### src/rtl/mm2fifo_adv.sv
// -----------------------------------------------------------------------------
// mm2fifo_adv
//
// AXI4 read master (memory-mapped to stream) that fetches one image frame per
// start condition and pushes every data beat into a write-side FIFO. A frame is
// img_height lines. Line n starts at base_addr + n*img_stride. Each line is
// img_width/C_ADATA_PIXELS beats of C_M_AXI_DATA_WIDTH bits. Lines are fetched
// as INCR bursts of at most C_M_AXI_BURST_LEN beats. A burst never crosses a
// line boundary, and only one burst is outstanding at a time.
//
// Optional feature macro: MM2FIFO_USER_EN
//   When defined, the sof/eol sideband outputs are added. Both are qualified
//   by wr_en.
//
// Ports
//   M_AXI_ACLK / M_AXI_ARESETN    clock, asynchronous active-low reset
//   soft_resetn                   0 aborts the frame at the next burst boundary
//   resetting                     high while a hard or soft reset is draining
//   img_width/img_height          frame geometry (pixels per line, lines)
//   img_stride                    line pitch in bytes
//   base_addr                     frame start address, captured at frame start
//   frame_pulse                   one-cycle pulse after the last beat of a frame
//   dout / wr_en                  FIFO write data and write strobe
//   wr_data_count                 FIFO fill level, used for space reservation
//   sof / eol                     (MM2FIFO_USER_EN) first beat of frame, last
//                                 beat of line
//   M_AXI_AR* / M_AXI_R*          AXI4 read address and read data channels
//   read_resp_error               RVALID with an error response (RRESP[1])
//   col_idx / row_idx             count-down of pixels left in the line and
//                                 lines left in the frame
// -----------------------------------------------------------------------------
module mm2fifo_adv #(
    parameter int C_DATACOUNT_BITS   = 12,
    parameter int C_FIFO_DEPTH       = 2048,
    parameter int C_M_AXI_BURST_LEN  = 16,
    parameter int C_M_AXI_ADDR_WIDTH = 32,
    parameter int C_M_AXI_DATA_WIDTH = 32,
    parameter int C_IMG_WBITS        = 12,
    parameter int C_IMG_HBITS        = 12,
    parameter int C_ADATA_PIXELS     = 4
) (
    input  logic                          M_AXI_ACLK,
    input  logic                          M_AXI_ARESETN,
    input  logic                          soft_resetn,
    output logic                          resetting,
    input  logic [C_IMG_WBITS-1:0]        img_width,
    input  logic [C_IMG_HBITS-1:0]        img_height,
    input  logic [C_M_AXI_ADDR_WIDTH-1:0] img_stride,
    input  logic [C_M_AXI_ADDR_WIDTH-1:0] base_addr,
    output logic                          frame_pulse,
    output logic [C_M_AXI_DATA_WIDTH-1:0] dout,
    output logic                          wr_en,
    input  logic [C_DATACOUNT_BITS-1:0]   wr_data_count,
`ifdef MM2FIFO_USER_EN
    output logic                          sof,
    output logic                          eol,
`endif
    output logic [C_M_AXI_ADDR_WIDTH-1:0] M_AXI_ARADDR,
    output logic [7:0]                    M_AXI_ARLEN,
    output logic [2:0]                    M_AXI_ARSIZE,
    output logic [1:0]                    M_AXI_ARBURST,
    output logic                          M_AXI_ARLOCK,
    output logic [3:0]                    M_AXI_ARCACHE,
    output logic [2:0]                    M_AXI_ARPROT,
    output logic [3:0]                    M_AXI_ARQOS,
    output logic                          M_AXI_ARVALID,
    input  logic                          M_AXI_ARREADY,
    input  logic [C_M_AXI_DATA_WIDTH-1:0] M_AXI_RDATA,
    input  logic [1:0]                    M_AXI_RRESP,
    input  logic                          M_AXI_RLAST,
    input  logic                          M_AXI_RVALID,
    output logic                          M_AXI_RREADY,
    output logic                          read_resp_error,
    output logic [C_IMG_WBITS-1:0]        col_idx,
    output logic [C_IMG_HBITS-1:0]        row_idx
);

    typedef enum logic [2:0] {
        ST_IDLE,
        ST_SOF,
        ST_WAIT_SPACE,
        ST_ADDR,
        ST_DATA,
        ST_DONE
    } state_t;

    localparam int BYTES_PER_BEAT = C_M_AXI_DATA_WIDTH / 8;
    localparam logic [C_M_AXI_ADDR_WIDTH-1:0] BURST_BYTES =
        C_M_AXI_ADDR_WIDTH'(C_M_AXI_BURST_LEN * BYTES_PER_BEAT);
    localparam logic [C_IMG_WBITS-1:0] PIX_STEP = C_IMG_WBITS'(C_ADATA_PIXELS);
    localparam logic [2:0] AXI_SIZE = 3'($clog2(BYTES_PER_BEAT));

    state_t                          state;
    state_t                          state_next;
    logic [C_M_AXI_ADDR_WIDTH-1:0]   line_addr;
    logic [C_M_AXI_ADDR_WIDTH-1:0]   araddr;
    logic [C_IMG_WBITS-1:0]          width_q;
    logic [7:0]                      arlen_q;
    logic [7:0]                      arlen_calc;
    logic [7:0]                      beat_cnt;
    logic                            first_beat;
    int                              rem_beats;
    int                              burst_beats;
    int                              free_words;
    logic                            space_ok;
    logic                            beat_fire;
    logic                            last_beat;
    logic                            line_end;
    logic                            frame_end;

    // RLAST is deliberately ignored: the burst ends on the internal beat
    // count, so a slave with a misplaced RLAST cannot desynchronise the
    // frame. RRESP[0] only separates OKAY from EXOKAY, which is irrelevant.
    logic unused_inputs;
    assign unused_inputs = &{1'b0, M_AXI_RLAST, M_AXI_RRESP[0]};

    // Size the next burst from what is left of the current line, capped at
    // the maximum burst length. The burst may only be issued once the FIFO
    // has room for the whole burst. That reservation lets RREADY stay high
    // for the entire data phase.
    always_comb begin
        rem_beats   = int'(col_idx / PIX_STEP) + 1;
        burst_beats = (rem_beats > C_M_AXI_BURST_LEN) ? C_M_AXI_BURST_LEN : rem_beats;
        free_words  = C_FIFO_DEPTH - int'(wr_data_count);
        arlen_calc  = 8'(burst_beats - 1);
        space_ok    = (free_words >= burst_beats);
    end

    assign beat_fire = M_AXI_RVALID & M_AXI_RREADY;
    assign last_beat = (beat_cnt == arlen_q);
    assign line_end  = (col_idx == '0);
    assign frame_end = line_end && (row_idx == '0);

    assign M_AXI_ARADDR    = araddr;
    assign M_AXI_ARLEN     = arlen_q;
    assign M_AXI_ARSIZE    = AXI_SIZE;
    assign M_AXI_ARBURST   = 2'b01;
    assign M_AXI_ARLOCK    = 1'b0;
    assign M_AXI_ARCACHE   = 4'b0010;
    assign M_AXI_ARPROT    = 3'b000;
    assign M_AXI_ARQOS     = 4'b0000;
    assign M_AXI_ARVALID   = (state == ST_ADDR);
    assign M_AXI_RREADY    = (state == ST_DATA);

    // Beats that are drained during a soft reset are still accepted on the
    // bus, but they never reach the FIFO.
    assign dout            = M_AXI_RDATA;
    assign wr_en           = beat_fire & ~resetting;
    assign read_resp_error = M_AXI_RVALID & M_AXI_RRESP[1];

`ifdef MM2FIFO_USER_EN
    assign sof = wr_en & first_beat;
    assign eol = wr_en & line_end;
`endif

    // State register.
    always_ff @(posedge M_AXI_ACLK or negedge M_AXI_ARESETN) begin
        if (!M_AXI_ARESETN) begin
            state <= ST_IDLE;
        end else begin
            state <= state_next;
        end
    end

    // Next-state logic. A soft reset only takes effect at burst boundaries.
    // Once the address handshake is done, the burst is always drained.
    always_comb begin
        state_next = state;
        case (state)
            ST_IDLE: begin
                if ((img_width != '0) && (img_height != '0) && soft_resetn) begin
                    state_next = ST_SOF;
                end
            end
            ST_SOF: begin
                state_next = ST_WAIT_SPACE;
            end
            ST_WAIT_SPACE: begin
                if (!soft_resetn) begin
                    state_next = ST_IDLE;
                end else if (space_ok) begin
                    state_next = ST_ADDR;
                end
            end
            ST_ADDR: begin
                if (M_AXI_ARREADY) begin
                    state_next = ST_DATA;
                end
            end
            ST_DATA: begin
                if (beat_fire && last_beat) begin
                    if (resetting) begin
                        state_next = ST_IDLE;
                    end else if (frame_end) begin
                        state_next = ST_DONE;
                    end else begin
                        state_next = ST_WAIT_SPACE;
                    end
                end
            end
            ST_DONE: begin
                state_next = ST_IDLE;
            end
            default: begin
                state_next = ST_IDLE;
            end
        endcase
    end

    // Datapath.
    // col_idx counts down in pixels and row_idx counts down in lines, so the
    // end of a line or a frame is a simple compare against zero.
    // araddr always points at the start of the next burst.
    // line_addr holds the start of the current line, and the stride is
    // added to it at each line boundary.
    always_ff @(posedge M_AXI_ACLK or negedge M_AXI_ARESETN) begin
        if (!M_AXI_ARESETN) begin
            resetting   <= 1'b1;
            frame_pulse <= 1'b0;
            line_addr   <= '0;
            araddr      <= '0;
            width_q     <= '0;
            col_idx     <= '0;
            row_idx     <= '0;
            arlen_q     <= '0;
            beat_cnt    <= '0;
            first_beat  <= 1'b0;
        end else begin
            frame_pulse <= (state == ST_DATA) && (state_next == ST_DONE);

            if (state == ST_IDLE) begin
                resetting <= 1'b0;
            end else if (!soft_resetn) begin
                resetting <= 1'b1;
            end

            case (state)
                ST_SOF: begin
                    line_addr  <= base_addr;
                    araddr     <= base_addr;
                    width_q    <= img_width;
                    col_idx    <= img_width - PIX_STEP;
                    row_idx    <= img_height - 1'b1;
                    first_beat <= 1'b1;
                end
                ST_WAIT_SPACE: begin
                    if (space_ok) begin
                        arlen_q  <= arlen_calc;
                        beat_cnt <= '0;
                    end
                end
                ST_DATA: begin
                    if (beat_fire) begin
                        first_beat <= 1'b0;
                        beat_cnt   <= beat_cnt + 1'b1;
                        if (line_end) begin
                            col_idx <= width_q - PIX_STEP;
                            if (row_idx != '0) begin
                                row_idx <= row_idx - 1'b1;
                            end
                        end else begin
                            col_idx <= col_idx - PIX_STEP;
                        end
                        if (last_beat) begin
                            if (line_end) begin
                                line_addr <= line_addr + img_stride;
                                araddr    <= line_addr + img_stride;
                            end else begin
                                araddr    <= araddr + BURST_BYTES;
                            end
                        end
                    end
                end
                default: begin
                end
            endcase
        end
    end

endmodule

### config.mk
export PLATFORM = sky130hd
export DESIGN_NAME = mm2fifo_adv
export DESIGN_NICKNAME = d
export VERILOG_FILES = /design/src/rtl/mm2fifo_adv.sv
export SDC_FILE = /design/constraint.sdc
export NUM_CORES = 1
export LEC_CHECK = 0
export CAP_MARGIN = 20
export CORE_MARGIN = 5
export CORE_UTILIZATION = 45
export DETAILED_ROUTE_END_ITERATION = 8
export GPL_ROUTABILITY_DRIVEN = 0
export GPL_TIMING_DRIVEN = 0
export PLACE_DENSITY = 0.77
export SYNTH_ARGS = -nofsm -noshare
export SYNTH_HDL_FRONTEND = slang
export SYNTH_SLANG_ARGS = --single-unit
### constraint.sdc
create_clock -name M_AXI_ACLK -period 4.4 [get_ports M_AXI_ACLK]
set_clock_uncertainty 0.2 [all_clocks]
set_input_delay 1.1 -clock M_AXI_ACLK [delete_from_list [all_inputs] [get_ports M_AXI_ACLK]]
set_output_delay 1.1 -clock M_AXI_ACLK [all_outputs]
set_load 0.02 [all_outputs]
Yosys cells after proc, flatten, opt, wreduce, memory -nomap -nowiden --
Index checks and enable logic that the tools add are counted.
Word-level totals: register bits after elaboration 121, bits in latches 0, RAM bits 0, bits in read-only memories 0, memories 0
Cells by class: add/subtract/negate cells 11, multiply operators 0, div/mod/pow operators 0, $lt $le $gt $ge 2, eq/ne operators 12, shift-type cells 0, mux-type cells 29, bitwise logic cells 4, reductions and logical operators 19
Operator list (count):
- two-way mux 32 bit | 6
- one-hot mux 32 bit (2 select lines) | 2
- two-way mux 12 bit | 5
- one-hot mux 12 bit (2 select lines) | 2
- nonzero test 12 bit | 3
- subtractor 12 x 3 -> 12 bit, second input constant | 3
- adder 32 bit | 1
- adder 32 x 7 -> 32 bit, second input constant | 1
- zero test 12 bit | 2
- subtractor 12 x 1 -> 12 bit, second input constant | 2
- two-way mux 3 bit | 7
- two-way mux 8 bit | 2
- one-hot mux 8 bit (2 select lines) | 1
- one-hot mux 3 bit (5 select lines) | 1
- >= comparator 13 x 12 -> 1 bit | 1
- subtractor 12 x 12 -> 13 bit, first input constant | 1
- adder 10 x 1 -> 11 bit, second input constant | 1
- greater-than comparator 11 x 5 -> 1 bit, second input constant | 1
- two-way mux 11 bit | 1
- != test 2 x 1 -> 1 bit, second input constant | 5
- adder 8 x 1 -> 8 bit, second input constant | 1
- == test 8 bit | 1
- AND reduction 4 bit | 2
- subtractor 8 x 1 -> 8 bit, second input constant | 1
- other kinds (12) | 24

Logic depth before layout (Yosys ltp) --
word-level depth 9, depth in mapped cells 19

Worst setup path before layout --
No wires, ideal clock.
path kind register -> register, start point reg col_idx[2], end point reg arlen_q[5] (netlist: M_AXI_ARLEN[5]), data arrival time 3980 ps, data required time 4121 ps, setup slack 141 ps, stages on the path, launching flop included 17, buffers on the path 2, clock period less this slack 4259 ps, cells stage by stage dfrtp_1 -> ha_1 -> or3b_2 -> a21oi_1 -> o21ai_0 -> or2_2 -> clkbuf_1 -> ha_1 -> o21a_1 -> o21a_1 -> o211ai_1 -> a31o_2 -> a21boi_0 -> o21ai_0 -> a21oi_1 -> clkbuf_1 -> mux2i_1
On the way: word-level cells in the longest chain between the ends 5, elaborated cells on any way between the ends 6, classes of those cells 2 x add/sub; 2 x order compare; 1 x mux; 1 x reduce/logical
RTL lines:
- start, declared | line 74 | output logic [C_IMG_WBITS-1:0] col_idx,
- start signal, assigned | line 242 | col_idx <= img_width - PIX_STEP;
- start signal, assigned | line 257 | col_idx <= width_q - PIX_STEP;
- start signal, assigned | line 262 | col_idx <= col_idx - PIX_STEP;
- adder 10 x 1 -> 11 bit * | line 122 | rem_beats = int'(col_idx / PIX_STEP) + 1;
- greater-than comparator 11 x 5 -> 1 bit | line 123 | burst_beats = (rem_beats > C_M_AXI_BURST_LEN) ? C_M_AXI_BURST_LEN : rem_beats;
- two-way mux 11 bit * | line 123
- >= comparator 13 x 12 -> 1 bit | line 126 | space_ok = (free_words >= burst_beats);
- AND reduction 2 bit (no line)
- end signal, assigned | line 248 | arlen_q <= arlen_calc;
- end, declared | line 98 | logic [7:0] arlen_q;
Mark *: on every way between the ends. The rest lies on a longest branch, timed or not. A chain may end at the register's enable or synchronous reset.

Worst setup path after layout --
start point reg state[0], end point reg araddr[28] (netlist: M_AXI_ARADDR[28])
On the way: word-level cells in the longest chain between the ends 4, elaborated cells on any way between the ends 8, classes of those cells 4 x eq/ne; 1 x mux; 1 x bitwise; 2 x reduce/logical
RTL lines:
- start, declared | line 93 | state_t state;
- start signal, assigned | line 161 | state <= state_next;
- == test 3 bit | line 143, 237
- AND 1 bit | line 129 | assign beat_fire = M_AXI_RVALID & M_AXI_RREADY;
- != test 2 x 1 -> 1 bit (no line)
- AND reduction 3 bit (no line)
- end signal, assigned | line 240 | araddr <= base_addr;
- end signal, assigned | line 267 | araddr <= line_addr + img_stride;
- end signal, assigned | line 269 | araddr <= araddr + BURST_BYTES;
- end, declared | line 96 | logic [C_M_AXI_ADDR_WIDTH-1:0] araddr;
Several ways; a longest one is shown, not always the timed one.

==> summary.md <==
| Metric | Value |
|---|---|
| Final Core Density | 0.616 |
| Simple-Gate Fraction of Synth Area | 0.226 |
| Total GRT Usage | 0.259 |
| Avg Inst Size Synth | 7.98 sq um |
| Ratio of cells with drive above 1 in the final layout | 0.0927 |
| Mux cell area share after synthesis | 0.0222 |
| CTS tree | done |
| Synth Warn # | 0 |
| Worst Hold Path Cells | 2 |
| Diodes inserted | 0 |
| Post-synth EDFFs | 0 |
| Worst-margin pin slew | 0.971 ns |
| Cell variety after synth | 66 |
| Vias in the first global route | 9452 |
| Part of the Yosys area used for sequential elements | 0.328 |
| Clock Latency Late Sink | 0.43 ns |
| Most frequent cells in the layout | 205 x clkdlybuf4s50_1, 177 x nand2_1, 127 x nor2_1, 118 x dfrtp_1, 86 x a21oi_1 |
| Die H | 153 um |
| Number of cells on the worst reg-to-reg path | 9 |
| Final setup viols | 0 |
| Dpl cell area | 0.0117 sq mm |
| Maximum vdd ir drop | 0.000306 V |
| # DRC | 0 |
| Num CTS Buffers | 17 |
| Setup crit start | state[0]$_DFF_PN0_ |
| CP max FO | 10 |
| Initial antenna violation count | 0 |
| Commonest non-fill, non-tap cell in the layout | clkdlybuf4s50_1 |
| Critical Path RT | 4.53 ns |
| Clock root buffer | clkbuf_16 |
| Vias per cell | 5.71 |
| Post-synth top flop | dfrtp_1 |
| P per Cell Area | 315 mW/mm^2 |
| Crit end category | flip-flop |
| LEAKAGE | 0.00556 uW |
| Growth of design area from synthesis to finish | 35.1% |
| Initial DRC count | 1166 |
| # IOs | 259 |
| FF-to-FF End | M_AXI_ARADDR[28]$_DFFE_PN0P_ |
| Final Hold Violating Endpoints | 0 |
| Clock sink count | 121 |
| FF-to-FF Start | state[0]$_DFF_PN0_ |
| Fin. max-slew vios | 0 |
| Post-Syn Area | 0.00923 sq mm |
| Starting density of the core | 0.456 |
| Mapped Cells | 1157 |
| Nets@finish | 1603 |
| Final wirelength | 31.3 mm |
| Outcome | finished, final reports clean |
| H-tree depth | 4 |
| PortBufs | 207 |
| Vias | 9677 |
| Routed len/inst | 18.5 um |
| Crit path arrival time | 4.49 ns |
| Hold_ws | 0.276 ns |
| Xor and xnor fraction of the mapped netlist area | 0.0774 |
| Die Width | 153 um |
| CTS Buffer Depth | 2 |
| Hold-fix buffers at CTS | 0 |
| Core ar. | 0.0202 sq mm |
| Die area | 0.0235 sq mm |
| FFs w/ async S/R, synth | 1.00 |
| First-pass GRT wire length | 49.4 mm |
| Hold endpoint | width_q[11]$_DFFE_PN0P_ |
| Post-route design area | 0.0125 sq mm |
| Adder-cell share of the synthesized area | 0.0699 |
| Slew HR | 0.347 |
| CTS clk-pin slew, worst paths | 0.06 ns |
| Post-DP HPWL | 23.9 mm |
| Reg2Reg Setup Slack | 0.04 ns |
| Main combinational cell family by area after synthesis | simple AND/OR/NAND/NOR gates |
| Fmax | 229 MHz |
| ANT nets after route | 0 |
| Worst hold path class | reg2reg |
| Startpoint types | flip-flop |
| Compound-Gate Fraction of Synth Area | 0.203 |
| Synthesis-stage register bit count | 121 |
| Total gr overflow | 0 |
| Rows | 52 |
| Crit Path Class | reg2reg |
| Period minus WS final | 4.36 ns |
| Min-delay src | width_q[11]$_DFFE_PN0P_ |
| Crit share post-route | 0.991 |
| Max-cap violation count | 0 |
| Pin count of the biggest net entering global routing | 99 |
| DR pass1 iterations | 7 |
==> layout make-up <==
cell class,count,area (sq um)
repair buffers,218,2170
well taps,270,338
fillers,1752,7760
clock inverters,7,113
plain buffers,96,577
multi-input cells,932,5630
flip-flops and latches,121,3030
inverters,26,98.8
clock buffers,24,512
==> per-stage QoR <==
stage          std cells  setup WS, ns  power [uW]  setup TNS [ns]
3_3_place_gp        1654         -2.93        2380         -363.04
5_1_grt             1694      -0.00602        4100        -0.00602
3_5_place_dp        1655        -0.925        2410          -12.81
4_1_cts             1688        0.0753        3900               0
6_report            1694        0.0415        3920               0
2_1_floorplan       1177         0.141        1980               0
==> worst max path at each step <==
stage | to | cells after the start
3_5_place_dp | row_idx[10]$_DFFE_PN0P_ | 15
2_1_floorplan | M_AXI_ARLEN[5]$_DFFE_PN0P_ | 16
5_1_grt | M_AXI_ARLEN[5]$_DFFE_PN0P_ | 17
6_report | M_AXI_ARADDR[28]$_DFFE_PN0P_ | 9
3_3_place_gp | col_idx[10]$_DFFE_PN0P_ | 1
4_1_cts | row_idx[10]$_DFFE_PN0P_ | 14
==> where the power goes <==
group / leakage [uW] / total [uW] / internal, uW / switching, uW
logic: 0.00370 / 1160 / 557 / 602
clock network: 0.000308 / 1490 / 975 / 515
registers: 0.00155 / 1270 / 1180 / 92.7
==> Yosys cell counts (16+ instances only) <==
library cell | instances | area (sq um)
nor3_1 | 30 | 150
o21ai_0 | 64 | 320
inv_1 | 25 | 93.8
a31oi_1 | 28 | 175
ha_1 | 50 | 626
mux2i_1 | 16 | 160
clkbuf_1 | 40 | 150
nand3_1 | 44 | 220
buf_4 | 49 | 368
a21oi_1 | 87 | 435
xnor2_1 | 49 | 429
dfrtp_1 | 120 | 3000
o21a_1 | 21 | 158
xor2_1 | 30 | 263
o211ai_1 | 18 | 135
nand2_1 | 177 | 664
nor2_1 | 128 | 480
==> kinds of logic (layout without fill, tap and decap cells) <==
logic type / count (synthesis) / count (layout)
flip-flops: 121 / 121
buffers and inverters: 124 / 371
other: 2 / 22
AND/OR/NAND/NOR: 462 / 462
AO/OA/AOI/OAI: 297 / 297
adder cells (fa/ha/maj): 51 / 51
multiplexers: 20 / 20
XOR/XNOR: 80 / 80
==> worst max-delay path: stages, from the launching register on <==
cell	delay, ns
dfrtp_1	0.32
clkbuf_1	0.25
or3b_2	0.24
clkbuf_1	0.52
clkbuf_1	0.55
clkbuf_1	0.59
clkbuf_1	0.60
clkbuf_1	0.55
nand2_1	0.19
o221ai_1	0.24
==> layer usage <==
layer,GRT usage,up-vias,share of wire
li1,-,4542,-
met1,0.327,4517,0.40
met3,0.0557,78,0.090
met2,0.438,540,0.48
met4,0.0921,0,0.030
met5,0,-,0
==> state kept, by name (all words and copies together), names as in the netlist <==
name          count
M_AXI_ARLEN       8
col_idx          12
row_idx          12
line_addr        32
state             3
beat_cnt          8
frame_pulse       1
width_q          12
M_AXI_ARADDR     32
resetting         1
==> repair_timing <==
item | CTS | global route
buffers inserted | 3 | 7
resized for setup | 10 | 11
pin swaps | 1 | 2
endpoints found under the setup margin | 19 | 39
Power figures use the tool's default switching activity.
